`src/rtl/mul_seq.sv`:
```
// mul_seq -- sequential shift-add multiplier, WIDTH x WIDTH -> 2*WIDTH.
//
// One shift-add iteration per clock. Signed mode converts both operands to
// their magnitudes on the accept edge and negates the product when the
// operand signs differ, so a single unsigned datapath serves both modes.
//
// Ports:
//   CLOCK       in   system clock, rising edge
//   RESET_B     in   synchronous active-low reset
//   MD          in   multiplicand, sampled on the accept edge
//   MQ          in   multiplier, sampled on the accept edge
//   SIGNED_MODE in   1 = two's-complement operands/result
//   START       in   request, accepted in IDLE or DONE
//   ANS         out  product, held until the next DONE entry or reset
//   BUSY        out  high while iterating
//   DONE        out  one-cycle pulse when ANS has just been updated
//
// Optional build macro MUL_SEQ_EARLY_TERM_EN: leave CALC as soon as the
// remaining multiplier bits are all zero, aligning the accumulator with a
// final shift of the remaining iteration count. Products are identical.
module mul_seq #(
  parameter int WIDTH = 4
) (
  input  logic               CLOCK,
  input  logic               RESET_B,
  input  logic [WIDTH-1:0]   MD,
  input  logic [WIDTH-1:0]   MQ,
  input  logic               SIGNED_MODE,
  input  logic               START,
  output logic [2*WIDTH-1:0] ANS,
  output logic               BUSY,
  output logic               DONE
);

  localparam int CW = $clog2(WIDTH);
  localparam logic [CW-1:0] LAST_CNT = CW'(WIDTH - 1);

  typedef enum logic [1:0] {
    S_IDLE = 2'd0,
    S_CALC = 2'd1,
    S_DONE = 2'd2
  } state_t;

  state_t state, state_nxt;

  logic [2*WIDTH-1:0] acc;
  logic [WIDTH-1:0]   md_r;
  logic [WIDTH-1:0]   mq_r;
  logic               neg_r;
  logic [CW-1:0]      cnt;

  logic               accept;
  logic [WIDTH:0]     sum;
  logic [2*WIDTH:0]   acc_wide;
  logic [2*WIDTH-1:0] acc_shift;
  logic [WIDTH-1:0]   mq_shift;
  logic [2*WIDTH-1:0] prod;
  logic               last_iter;

  // Two's-complement magnitude as WIDTH-bit unsigned; the most negative
  // value maps onto 2^(WIDTH-1), which still fits unsigned.
  function automatic logic [WIDTH-1:0] magnitude(input logic [WIDTH-1:0] v,
                                                 input logic            sgn);
    logic signed [WIDTH-1:0] s;
    s = signed'(v);
    if (sgn && (s < 0))
      return $unsigned(-s);
    return v;
  endfunction

  function automatic logic [2*WIDTH-1:0] apply_sign(input logic [2*WIDTH-1:0] p,
                                                    input logic              neg);
    logic signed [2*WIDTH-1:0] sp;
    sp = signed'(p);
    if (neg)
      return $unsigned(-sp);
    return p;
  endfunction

  assign accept = START && ((state == S_IDLE) || (state == S_DONE));

  // Iteration datapath: add into the upper half keeping the carry, then
  // shift the (2*WIDTH+1)-bit result right by one.
  always_comb begin
    sum       = {1'b0, acc[2*WIDTH-1:WIDTH]} + (mq_r[0] ? {1'b0, md_r} : '0);
    acc_wide  = {sum, acc[WIDTH-1:0]};
    acc_shift = (2*WIDTH)'(acc_wide >> 1);
    mq_shift  = mq_r >> 1;
`ifdef MUL_SEQ_EARLY_TERM_EN
    last_iter = (cnt == LAST_CNT) || (mq_shift == '0);
`else
    last_iter = (cnt == LAST_CNT);
`endif
    // Remaining shift count is zero on the WIDTH-th iteration.
    prod      = acc_shift >> (LAST_CNT - cnt);
  end

  always_ff @(posedge CLOCK) begin
    if (!RESET_B)
      state <= S_IDLE;
    else
      state <= state_nxt;
  end

  always_comb begin
    state_nxt = state;
    case (state)
      S_IDLE:  if (START) state_nxt = S_CALC;
      S_CALC:  if (last_iter) state_nxt = S_DONE;
      S_DONE:  state_nxt = START ? S_CALC : S_IDLE;
      default: state_nxt = S_IDLE;
    endcase
  end

  always_ff @(posedge CLOCK) begin
    if (!RESET_B) begin
      acc   <= '0;
      md_r  <= '0;
      mq_r  <= '0;
      neg_r <= 1'b0;
      cnt   <= '0;
      ANS   <= '0;
    end else if (accept) begin
      acc   <= '0;
      md_r  <= magnitude(MD, SIGNED_MODE);
      mq_r  <= magnitude(MQ, SIGNED_MODE);
      neg_r <= SIGNED_MODE && (MD[WIDTH-1] ^ MQ[WIDTH-1]);
      cnt   <= '0;
    end else if (state == S_CALC) begin
      acc  <= acc_shift;
      mq_r <= mq_shift;
      cnt  <= cnt + CW'(1);
      if (last_iter)
        ANS <= apply_sign(prod, neg_r);
    end
  end

  assign BUSY = (state == S_CALC);
  assign DONE = (state == S_DONE);

endmodule

```
`config.mk`:
```
export PLATFORM = sky130hd
export DESIGN_NAME = mul_seq
export DESIGN_NICKNAME = d
export VERILOG_FILES = /design/src/rtl/mul_seq.sv
export SDC_FILE = /design/constraint.sdc
export NUM_CORES = 1
export LEC_CHECK = 0
export CORE_MARGIN = 10
export CORE_UTILIZATION = 40
export CTS_BUF_LIST = sky130_fd_sc_hd__clkbuf_4 sky130_fd_sc_hd__clkbuf_8 sky130_fd_sc_hd__clkbuf_16
export DETAILED_ROUTE_END_ITERATION = 12
export PLACE_DENSITY = 0.59
export SLEW_MARGIN = 20
export SYNTH_ARGS = -nofsm -noshare
export SYNTH_HDL_FRONTEND = slang
export SYNTH_SLANG_ARGS = --single-unit
```
`constraint.sdc`:
```
create_clock -name CLOCK -period 3.7 [get_ports CLOCK]
set_input_delay 0.555 -clock CLOCK [delete_from_list [all_inputs] [get_ports CLOCK]]
set_output_delay 0.555 -clock CLOCK [all_outputs]
set_load 0.02 [all_outputs]
```
==> impl_metrics.csv <==
group,metric,value,unit
worst_setup_path,cp.depth,9,
final_layout,syn_to_final_growth,16.0,%
yosys,synth_area_leaders,"dfxtp_1, nand2_1, ha_1, a21oi_1, nand3_1",
final_layout,drive_above_1_share,0.0504,
die,dieWidth,86.4,µm
worst_setup_path,crit_path_end_kind,"flip-flop",
die,io_pins,22,
route,dr.first_iter.drc_count,82,
global_route,grtUsageMet3,0.0338,
worst_setup_path,cp_num_buf_inv,0,
power,peakVddDrop,0.253,mV
route,drc_errors,0,
final_layout,nets,261,
yosys,synth-edff-count,0,
cts,cts_tree,"done",
worst_setup_path,reg2regPathDepth,9,
worst_setup_path,arrival,3.14,ns
worst_setup_path,cp_top_family,"simple AND/OR/NAND/NOR gates",
yosys,ys_ff_latch,28,
min_path,min_delay_path_depth,2,
cts,cts_resized,0,
worst_setup_path,slowest_delay,0.51,ns
yosys,yosysTopAreaCellShare,0.318,
die,core_area,4320,µm²
yosys,synth_cell_types,46,
cts,cts_buffers,3,
yosys,seq_area_frac_synth,0.318,
final_layout,ff_latch_area,561,µm²
cts,clock_path_buffers,2,
yosys,synthCells,224,
route,first_pass_iters,4,
sta,layout_min_cycle_time,2.93,ns
route,viasPerCell,5.51,
global_route,grt_pass1_vias,1536,
cts,clk-insertion-delay-late,0.27,ns
sta,fmax,0.341,GHz
sta,tns,0,ns
cts,ctsRootBufferMaster,"clkbuf_8",
sta,fin_skew,0.00475,ns
min_path,worstHoldEndpoint,"ANS[2]",
yosys,synth.avg_cell_area,7.88,µm²
worst_setup_path,regToRegSetupSlack,0.77,ns
placed_design,portBuffers,21,
sta,fin_crit_sh,0.793,
sta,worstMarginPinSlew,0.544,ns
worst_setup_path,path_cells,"and2_1, ha_1, fa_1, xor2_1, mux4_2, nor3_1, a21bo_1, or4_1, a31oi_1",
sta,holdWs,0.454,ns
final_layout,multi_input_area,1120,µm²
final_layout,n_antenna_cell,0,
die,start_util,0.408,
yosys,yosys_most_used_dff,"dfxtp_1",
sta,slew_violations,0,
sta,relSlewSlack,0.636,
final_layout,fillers,456,
route,vias,1597,
sta,hold_viol_final,0,
route,totalWireLength,4100,µm
global_route,antenna_found_initial,0,
worst_setup_path,worst_path_max_delay_cell,"mux4_2",
flow_run,maxCapViolations,0,
yosys,yosysTopAreaCell,"dfxtp_1",
cts,clk_pin_slew_worst_paths,0.09,ns
cts,htree_levels,1,
cts,cts_setup_buffers,0,
global_route,gr-total-overflow,0,
worst_setup_path,reg2reg_from,"mq_r[0]",
worst_setup_path,cp-start-kind,"flip-flop",
yosys,ys_async_sr_fraction,0,
cts,cts_hold_buf,0,
worst_setup_path,cp_data_required_time,3.91,ns
route,routedWlPerCell,14.1,µm
placed_design,hpwl,3300,µm
power,cellLeakagePower,0.784,nW
min_path,hold_path_class,"flip-flop to flip-flop",
final_layout,layout_commonest_cell,"nand2_1",
global_route,grt_usage,0.112,
yosys,syn_nets,245,
final_layout,layout_common_cells,"nand2_1, dfxtp_1, clkdlybuf4s50_1",
sta,setup_viol,0,
power,power_density,291,nW/µm²
global_route,grt_max_degree,17,
global_route,grt_pass1_wl,7070,µm
run_status,run_status,"finished, final reports clean",
route,ant_nets,0,
worst_setup_path,worstReg2RegEnd,"ANS[7]",
die,dieArea,7470,µm²
cts,clock_sink_count,28,
global_route,grt_use_met1,0.144,
yosys,syn-cell-area,1760,µm²
die,die_h,86.4,µm
placed_design,place.gp.congestion,0.845,
worst_setup_path,path_max_fanout,6,
min_path,min_from,"ANS[2]",
sta,rsz0062_at_grt,"false",
worst_setup_path,critical_path_class,"flip-flop to flip-flop",
global_route,grtUsageMet2,0.180,
global_route,top_usage_layer,"met2",
yosys,yosysWarnings,0,
die,fp-row-count,24,
-- state kept, by name (all words and copies together), names as in the netlist --
signal  count
ANS         8
acc         7
cnt         2
md_r        4
mq_r        4
neg_r       1
state       2
-- layout make-up --
| class | instances | share of cell area |
|---|---|---|
| Sequential cell | 28 | 0.274 |
| Inverter | 10 | 0.0183 |
| Tap cell | 52 | 0.0318 |
| Multi-Input combinational cell | 175 | 0.550 |
| Timing Repair Buffer | 22 | 0.106 |
| Clock buffer | 3 | 0.0202 |
-- power by group --
group / internal (mW) / switching, mW / total [mW]
logic: 0.0492 / 0.0640 / 0.113
registers: 0.312 / 0.0106 / 0.323
clock network: 0.0730 / 0.0875 / 0.160
total: 0.434 / 0.162 / 0.596
-- routing by layer --
metal,part of all wire,up-vias
li1,-,837
met1,0.50,733
met2,0.44,25
met3,0.055,2
met4,0.0041,0
met5,0,-
-- per-stage QoR --
stage	setup WS (ns)	utilization	area, µm²	std cells	power, mW
6_report	0.767	0.473	2050	290	0.596
5_1_grt	0.574	0.473	2050	290	0.629
2_1_floorplan	0.928	-	1760	224	0.407
3_5_place_dp	0.776	0.464	2010	287	0.443
3_3_place_gp	0.833	0.464	2010	287	0.444
4_1_cts	0.762	0.473	2050	290	0.604
-- worst reg2reg max path, stage by stage, from the launching register on --
cell and delay, ns:
dfxtp_1 0.34, and2_1 0.14, ha_1 0.21, fa_1 0.43, xor2_1 0.22, mux4_2 0.51, nor3_1 0.17, a21bo_1 0.25
or4_1 0.47, a31oi_1 0.13
-- worst max path at each step --
stage	startpoint	end	slack, ns
2_1_floorplan	mq_r[0]	ANS[7]	0.93
3_3_place_gp	mq_r[0]	ANS[7]	0.83
3_5_place_dp	mq_r[0]	ANS[7]	0.78
4_1_cts	mq_r[0]	ANS[7]	0.76
5_1_grt	mq_r[0]	ANS[7]	0.57
6_report	mq_r[0]	ANS[7]	0.77
-- cells by family after synthesis --
kind of cell    after synthesis  synth area share
buf+inv                      21            0.0447
flops                        28             0.318
xor+xnor                      7            0.0348
compound gates               52             0.200
simple gates                100             0.281
mux                           7            0.0539
fa+ha+maj                     9            0.0681
-- cells in the mapped netlist, types with 2 or more instances --
cell type	n
a211oi_1	4
a21oi_1	18
a311oi_1	6
a31oi_1	2
and2_1	8
and3_1	3
buf_1	3
clkbuf_1	8
dfxtp_1	28
ha_1	8
inv_1	10
mux2i_1	5
mux4_2	2
nand2_1	42
nand2b_1	6
nand3_1	11
nor2_1	13
nor2b_1	2
nor3_1	3
o21ai_0	5
o31ai_1	5
or3_1	2
or4_1	2
xnor2_1	2
xor2_1	5
(Power assumes the default switching activity.)
